==> src/rtl/instr_fetch_sequencer_pkg.sv <==
// Shared encodings for the variable-length 6502 fetch sequencer:
// FSM states, recognised opcodes and the opcode length decode.
package fetch_pkg;

  typedef enum logic [2:0] {
    FETCH_OP = 3'd0,
    FETCH_LO = 3'd1,
    FETCH_HI = 3'd2,
    ISSUE    = 3'd3,
    HALT     = 3'd4
  } state_t;

  localparam logic [7:0] OP_BRK     = 8'h00;
  localparam logic [7:0] OP_NOP     = 8'hEA;
  localparam logic [7:0] OP_RTS     = 8'h60;
  localparam logic [7:0] OP_LDA_IMM = 8'hA9;
  localparam logic [7:0] OP_LDA_ZP  = 8'hA5;
  localparam logic [7:0] OP_LDA_ZPX = 8'hB5;
  localparam logic [7:0] OP_STA_ZP  = 8'h85;
  localparam logic [7:0] OP_LDA_ABS = 8'hAD;
  localparam logic [7:0] OP_STA_ABS = 8'h8D;
  localparam logic [7:0] OP_JMP_ABS = 8'h4C;
  localparam logic [7:0] OP_JSR     = 8'h20;

  // Returns {illegal, len[1:0]}; unknown opcodes are one byte long and illegal.
  function automatic logic [2:0] opcode_len(input logic [7:0] op);
    case (op)
      OP_BRK, OP_NOP, OP_RTS:                          return 3'b001;
      OP_LDA_IMM, OP_LDA_ZP, OP_LDA_ZPX, OP_STA_ZP:    return 3'b010;
      OP_LDA_ABS, OP_STA_ABS, OP_JMP_ABS, OP_JSR:      return 3'b011;
      default:                                         return 3'b101;
    endcase
  endfunction

endpackage

==> src/rtl/instr_fetch_sequencer_if.sv <==
// Memory fetch port, instruction issue handshake and PC redirect bundle.
// master = sequencer side, slave = memory / execute side.
interface instr_fetch_sequencer_if #(
  parameter int DATA_W = 8,
  parameter int ADDR_W = 16
) ();

  logic                  mem_req;
  logic [ADDR_W-1:0]     mem_addr;
  logic                  mem_ready;
  logic [DATA_W-1:0]     mem_rdata;

  logic                  instr_valid;
  logic                  instr_ready;
  logic [DATA_W-1:0]     opcode;
  logic [2*DATA_W-1:0]   operand;
  logic [1:0]            instr_len;
  logic [ADDR_W-1:0]     instr_pc;
  logic                  illegal;

  logic                  redirect_valid;
  logic [ADDR_W-1:0]     redirect_pc;

  modport master (
    output mem_req, mem_addr, instr_valid, opcode, operand, instr_len, instr_pc, illegal,
    input  mem_ready, mem_rdata, instr_ready, redirect_valid, redirect_pc
  );

  modport slave (
    input  mem_req, mem_addr, instr_valid, opcode, operand, instr_len, instr_pc, illegal,
    output mem_ready, mem_rdata, instr_ready, redirect_valid, redirect_pc
  );

endinterface

==> src/rtl/instr_fetch_sequencer.sv <==
// Fetches 1..3 byte 6502 instructions byte by byte, assembles opcode/operand/PC
// and issues them over a valid/ready handshake; halts on illegal opcodes.
module instr_fetch_sequencer
  import fetch_pkg::*;
#(
  parameter int                DATA_W   = 8,
  parameter int                ADDR_W   = 16,
  parameter logic [ADDR_W-1:0] RESET_PC = '0
) (
  input  logic                      clk,
  input  logic                      reset,
  instr_fetch_sequencer_if.master   bus,
  output logic [2:0]                state,
  output logic [2:0]                next
);

  state_t                state_q, state_d;
  logic [ADDR_W-1:0]     pc;
  logic [DATA_W-1:0]     opcode_q;
  logic [2*DATA_W-1:0]   operand_q;
  logic [1:0]            len_q;
  logic [ADDR_W-1:0]     ipc_q;
  logic                  ill_q;

  logic                  mem_req;
  logic                  instr_valid;
  logic                  redirect;
  logic                  accept;
  logic [2:0]            dec;

  // Opcodes wider than a 6502 byte can never match the table.
  always_comb begin
    dec = opcode_len(bus.mem_rdata[7:0]);
    if (DATA_W > 8 && (bus.mem_rdata >> 8) != '0) dec = 3'b101;
  end

  assign redirect = bus.redirect_valid && (state_q != HALT);
  assign accept   = mem_req && bus.mem_ready && !bus.redirect_valid;

  always_comb begin
    state_d     = state_q;
    mem_req     = 1'b0;
    instr_valid = 1'b0;
    case (state_q)
      FETCH_OP: begin
        mem_req = 1'b1;
        if (bus.mem_ready) state_d = (dec[1:0] == 2'd1) ? ISSUE : FETCH_LO;
      end
      FETCH_LO: begin
        mem_req = 1'b1;
        if (bus.mem_ready) state_d = (len_q == 2'd2) ? ISSUE : FETCH_HI;
      end
      FETCH_HI: begin
        mem_req = 1'b1;
        if (bus.mem_ready) state_d = ISSUE;
      end
      ISSUE: begin
        instr_valid = 1'b1;
        if (bus.instr_ready) state_d = ill_q ? HALT : FETCH_OP;
      end
      HALT:    state_d = HALT;
      default: state_d = FETCH_OP;
    endcase
    // A redirect wins over both byte capture and the issue handshake outcome.
    if (redirect) state_d = FETCH_OP;
  end

  always_ff @(posedge clk) begin
    if (reset) begin
      state_q   <= FETCH_OP;
      pc        <= RESET_PC;
      opcode_q  <= '0;
      operand_q <= '0;
      len_q     <= 2'd1;
      ipc_q     <= RESET_PC;
      ill_q     <= 1'b0;
    end else begin
      state_q <= state_d;
      if (redirect) begin
        pc <= bus.redirect_pc;
      end else if (accept) begin
        pc <= pc + ADDR_W'(1);
        case (state_q)
          FETCH_OP: begin
            opcode_q  <= bus.mem_rdata;
            operand_q <= '0;
            ipc_q     <= pc;
            len_q     <= dec[1:0];
            ill_q     <= dec[2];
          end
          FETCH_LO: operand_q[DATA_W-1:0]        <= bus.mem_rdata;
          FETCH_HI: operand_q[2*DATA_W-1:DATA_W] <= bus.mem_rdata;
          default: ;
        endcase
      end
    end
  end

  assign bus.mem_req     = mem_req;
  assign bus.mem_addr    = pc;
  assign bus.instr_valid = instr_valid;
  assign bus.opcode      = opcode_q;
  assign bus.operand     = operand_q;
  assign bus.instr_len   = len_q;
  assign bus.instr_pc    = ipc_q;
  assign bus.illegal     = ill_q;
  assign state           = state_q;
  assign next            = state_d;

endmodule
==> src/flat_wrapper.sv <==
// flat-port wrapper written by rule: the top's interface ports become plain ports
module instr_fetch_sequencer_flat import fetch_pkg::*;
#(
  parameter int                DATA_W   = 8,
  parameter int                ADDR_W   = 16,
  parameter logic [ADDR_W-1:0] RESET_PC = '0
)
  (clk, reset, state, next, bus_mem_req, bus_mem_addr, bus_instr_valid, bus_opcode, bus_operand, bus_instr_len, bus_instr_pc, bus_illegal, bus_mem_ready, bus_mem_rdata, bus_instr_ready, bus_redirect_valid, bus_redirect_pc);
  instr_fetch_sequencer_if #(.DATA_W(DATA_W), .ADDR_W(ADDR_W)) bus_i ();
  input  logic clk;
  input  logic reset;
  output logic [2:0] state;
  output logic [2:0] next;
  output wire logic [$bits(bus_i.mem_req)-1:0] bus_mem_req;
  output wire logic [$bits(bus_i.mem_addr)-1:0] bus_mem_addr;
  output wire logic [$bits(bus_i.instr_valid)-1:0] bus_instr_valid;
  output wire logic [$bits(bus_i.opcode)-1:0] bus_opcode;
  output wire logic [$bits(bus_i.operand)-1:0] bus_operand;
  output wire logic [$bits(bus_i.instr_len)-1:0] bus_instr_len;
  output wire logic [$bits(bus_i.instr_pc)-1:0] bus_instr_pc;
  output wire logic [$bits(bus_i.illegal)-1:0] bus_illegal;
  input wire logic [$bits(bus_i.mem_ready)-1:0] bus_mem_ready;
  input wire logic [$bits(bus_i.mem_rdata)-1:0] bus_mem_rdata;
  input wire logic [$bits(bus_i.instr_ready)-1:0] bus_instr_ready;
  input wire logic [$bits(bus_i.redirect_valid)-1:0] bus_redirect_valid;
  input wire logic [$bits(bus_i.redirect_pc)-1:0] bus_redirect_pc;
  assign bus_mem_req = bus_i.mem_req;
  assign bus_mem_addr = bus_i.mem_addr;
  assign bus_instr_valid = bus_i.instr_valid;
  assign bus_opcode = bus_i.opcode;
  assign bus_operand = bus_i.operand;
  assign bus_instr_len = bus_i.instr_len;
  assign bus_instr_pc = bus_i.instr_pc;
  assign bus_illegal = bus_i.illegal;
  assign bus_i.mem_ready = bus_mem_ready;
  assign bus_i.mem_rdata = bus_mem_rdata;
  assign bus_i.instr_ready = bus_instr_ready;
  assign bus_i.redirect_valid = bus_redirect_valid;
  assign bus_i.redirect_pc = bus_redirect_pc;
  instr_fetch_sequencer #(.DATA_W(DATA_W), .ADDR_W(ADDR_W), .RESET_PC(RESET_PC)) u_core (.clk(clk), .reset(reset), .bus(bus_i), .state(state), .next(next));
endmodule
==> config.mk <==
export PLATFORM = sky130hd
export DESIGN_NAME = instr_fetch_sequencer_flat
export DESIGN_NICKNAME = d
export VERILOG_FILES = /design/src/rtl/instr_fetch_sequencer_pkg.sv /design/src/rtl/instr_fetch_sequencer_if.sv /design/src/rtl/instr_fetch_sequencer.sv /design/src/flat_wrapper.sv
export SDC_FILE = /design/constraint.sdc
export NUM_CORES = 1
export LEC_CHECK = 0
export ABC_AREA = 0
export BUFFER_PORTS_ARGS = -buffer_cell sky130_fd_sc_hd__buf_2
export CORE_ASPECT_RATIO = 0.6
export CORE_UTILIZATION = 53
export CTS_CLUSTER_DIAMETER = 200
export CTS_CLUSTER_SIZE = 28
export DETAILED_ROUTE_END_ITERATION = 8
export PLACE_DENSITY = 0.8
export SLEW_MARGIN = 0
export SYNTH_ARGS = -nofsm -noshare
export SYNTH_HDL_FRONTEND = slang
export SYNTH_SLANG_ARGS = --single-unit
==> constraint.sdc <==
create_clock -name clk -period 3.6 [get_ports clk]
set_input_delay 0 -clock clk [delete_from_list [all_inputs] [get_ports clk]]
set_output_delay 0 -clock clk [all_outputs]
set_load 0.01 [all_outputs]
==> impl_metrics.json <==
{
  "antenna_found_initial": 0,
  "fin_skew_ns": 0.00605,
  "crit_buf_inv": 2,
  "fin_crit_ns": 2.72,
  "required_ns": 3.60,
  "avgViaCountPerCell": 5.77,
  "placementRows": 19,
  "max_freq_mhz": 367,
  "ys.flop_type": "dfxtp_1",
  "track_usage": 0.338,
  "initial_core_util": 0.579,
  "dpl_cell_area_um2": 3250,
  "diodes": 0,
  "critPathMaxStageDelay_ns": 0.58,
  "status": "complete, no violations",
  "start_kind": "register",
  "tightest_slew_ns": 0.945,
  "ys_ff_latch": 62,
  "power_leakage_uw": 0.00157,
  "final_nets": 491,
  "wirelength_mm": 8.85,
  "grt_pass1_vias": 2740,
  "crit_arrival_ns": 2.72,
  "crit_chain": "or3b_1 -> or3_1 -> buf_4 -> a311o_1 -> o21ai_0 -> buf_2",
  "netlist_area_um2": 2780,
  "syn_nets": 388,
  "min_path_type": "in2reg",
  "ir_drop_mv": 0.294,
  "cpMaxStageDelayCell": "or3b_1",
  "drc": 0,
  "dpl.cell_count": 493,
  "cp_top_family": "simple AND/OR/NAND/NOR gates",
  "grt_start_max_net_pins": 36,
  "die-area_um2": 5550,
  "setup_tns_ns": 0,
  "overflow": 0,
  "slew_viol_final": 0,
  "hold_ws_ns": 0.0334,
  "fin_area_um2": 3700,
  "final_hold_viol_count": 0,
  "yosysWarnings": 0,
  "postRouteAntennaNets": 0,
  "powerDensity_nw_per_um2": 469,
  "max_slew_margin": 0.370,
  "htree_levels": 3,
  "crit_fanout": 26,
  "hold_buffers": 20,
  "synthArstFlopShare": 0,
  "tritoncts": "yes",
  "worstSetupPathType": "reg2out",
  "synthMuxAreaShare": 0,
  "synth_top_family_by_area": "simple AND/OR/NAND/NOR gates",
  "syn_to_final_growth_pct": 33.2,
  "layoutNonFillerInstCount": 529,
  "synth_compound_area_frac": 0.190,
  "maxCapViolations": 0,
  "cts.reportedPaths.clkPinSlew_ns": 0.07,
  "clock_sinks": 62,
  "vias": 3050,
  "synth_xor_area_frac": 0.0252,
  "detail_route.first_pass.iterations": 5,
  "die_x_um": 95.5,
  "ys_seq_area_frac": 0.447,
  "wl_per_cell_um": 16.7,
  "die_h_um": 58.1,
  "num_io_pins": 96,
  "synth_simple_gate_area_frac": 0.289,
  "cts_setup_buffers": 0,
  "clock-root-buffer": "clkbuf_8",
  "ys_types": 48,
  "drtIter0Drc": 253,
  "rsz0062_at_grt": "false",
  "cts_buffer_depth": 2,
  "period_share": 0.757,
  "numCtsBuffers": 9,
  "setup_viol": 0,
  "syn_avg_cell_area_um2": 7.76,
  "worstSkewPairLatency_ns": 0.35,
  "gp_congestion": 0.900,
  "grt_pass1_wl_mm": 13.8,
  "core-area_um2": 4800,
  "cts_resized": 0,
  "crit_path_end_kind": "output port",
  "layout-drive-gt1-share": 0.258,
  "synthCells": 358,
  "io_buffers": 95,
  "synth-edff-count": 0,
  "dp_hpwl_mm": 5.72,
  "synth_fa_ha_area_frac": 0.00450
}
[layout make-up]
| class | instances | area (um2) |
|---|---|---|
| Timing Repair Buffer | 118 | 698 |
| Clock buffer | 11 | 151 |
| Fill cell | 359 | 1100 |
| Tap cell | 63 | 78.8 |
| Sequential cell | 62 | 1240 |
| Inverter | 4 | 15.0 |
| Multi-Input combinational cell | 266 | 1410 |
| Clock inverter | 5 | 104 |
[Yosys cell counts, types with 2 or more instances]
library cell / number / area [um2]
a21oi_1: 51 / 255
buf_1: 2 / 7.51
nor2_1: 23 / 86.3
o21ai_0: 5 / 25.0
or3b_1: 2 / 17.5
dfxtp_1: 62 / 1240
nand3b_1: 2 / 15.0
nor3_1: 6 / 30.0
a22oi_1: 3 / 22.5
buf_2: 4 / 20.0
nand2_1: 80 / 300
xnor2_1: 4 / 35.0
a211oi_1: 8 / 60.1
nand4bb_1: 2 / 22.5
clkbuf_1: 19 / 71.3
nor2b_1: 8 / 50.1
and2_1: 2 / 12.5
a311oi_1: 3 / 26.3
and3_1: 4 / 25.0
inv_1: 4 / 15.0
nor4_1: 3 / 18.8
nand3_1: 25 / 125
or3_1: 2 / 12.5
a31oi_1: 3 / 18.8
nand4_1: 3 / 18.8
or4_1: 2 / 15.0
or2_2: 2 / 12.5
xor2_1: 4 / 35.0
[flip-flops by register name, summed over array words and instances (netlist names)]
name	cells
u_core.bus.instr_len	2
u_core.bus.operand	16
u_core.state	3
u_core.bus.illegal	1
u_core.bus.opcode	8
u_core.bus.mem_addr	16
u_core.bus.instr_pc	16
[through the flow]
step / power (uW) / worst slack (ns) / utilization
6_report: 1740 / 0.876 / 0.771
5_1_grt: 1790 / 0.782 / 0.771
4_1_cts: 1730 / 0.909 / 0.771
3_5_place_dp: 948 / 1.32 / 0.676
3_3_place_gp: 943 / 1.39 / 0.676
2_1_floorplan: 867 / 1.64 / -
[layer usage]
layer  wire (um)  global-route usage  up-vias
met4         180               0.113        0
met3        1010              0.0945       29
met1        3760               0.462     1383
met5           0                   0        -
li1            -                   -     1451
met2        3900               0.516      187
[logic make-up after synthesis]
logic type	after synthesis
flops	62
buf+inv	30
fa+ha+maj	1
xor+xnor	8
compound gates	86
simple gates	171
[cells in the final DEF, fill, tap and decap left out, drive strengths merged, types with 4 or more instances in the layout]
master / instances
xor2: 4
buf: 98
a211oi: 8
nor3: 7
a21oi: 51
inv: 5
clkbuf: 11
o21ai: 5
nor2: 24
xnor2: 4
dfxtp: 62
nor2b: 8
nand2: 80
nand3: 25
dlygate4sd3: 20
and3: 4
[where the power goes]
group / internal (uW) / total [uW] / leakage (uW) / switching [uW]
combinational: 86.6 / 212 / 0.000932 / 125
clock: 499 / 777 / 0.000130 / 279
sequential: 714 / 748 / 0.000506 / 34.0
total: 1300 / 1740 / 0.00157 / 438
[worst paths after layout]
kind | endpoint | from | cells after the start | slack (ns)
worst min-delay path | u_core.bus.mem_addr[8]$_SDFFE_PP0P_ | bus_redirect_pc[8] | 4 | 0.03
worst min register to register | u_core.bus.operand[14]$_SDFFE_PP0P_ | u_core.bus.operand[14]$_SDFFE_PP0P_ | 2 | 0.45
worst max register to register | u_core.bus.instr_len[1]$_SDFFE_PP0P_ | u_core.state[2]$_SDFF_PP0_ | 5 | 1.30
worst max-delay path | next[1] | u_core.state[2]$_SDFF_PP0_ | 6 | 0.88
[tightest hold or removal path: cells and delay by family]
kind	cells	cell delay (ns)
buf+inv	1	0.10
simple gates	1	0.05
compound gates	2	0.19
(Power assumes the default switching activity.)
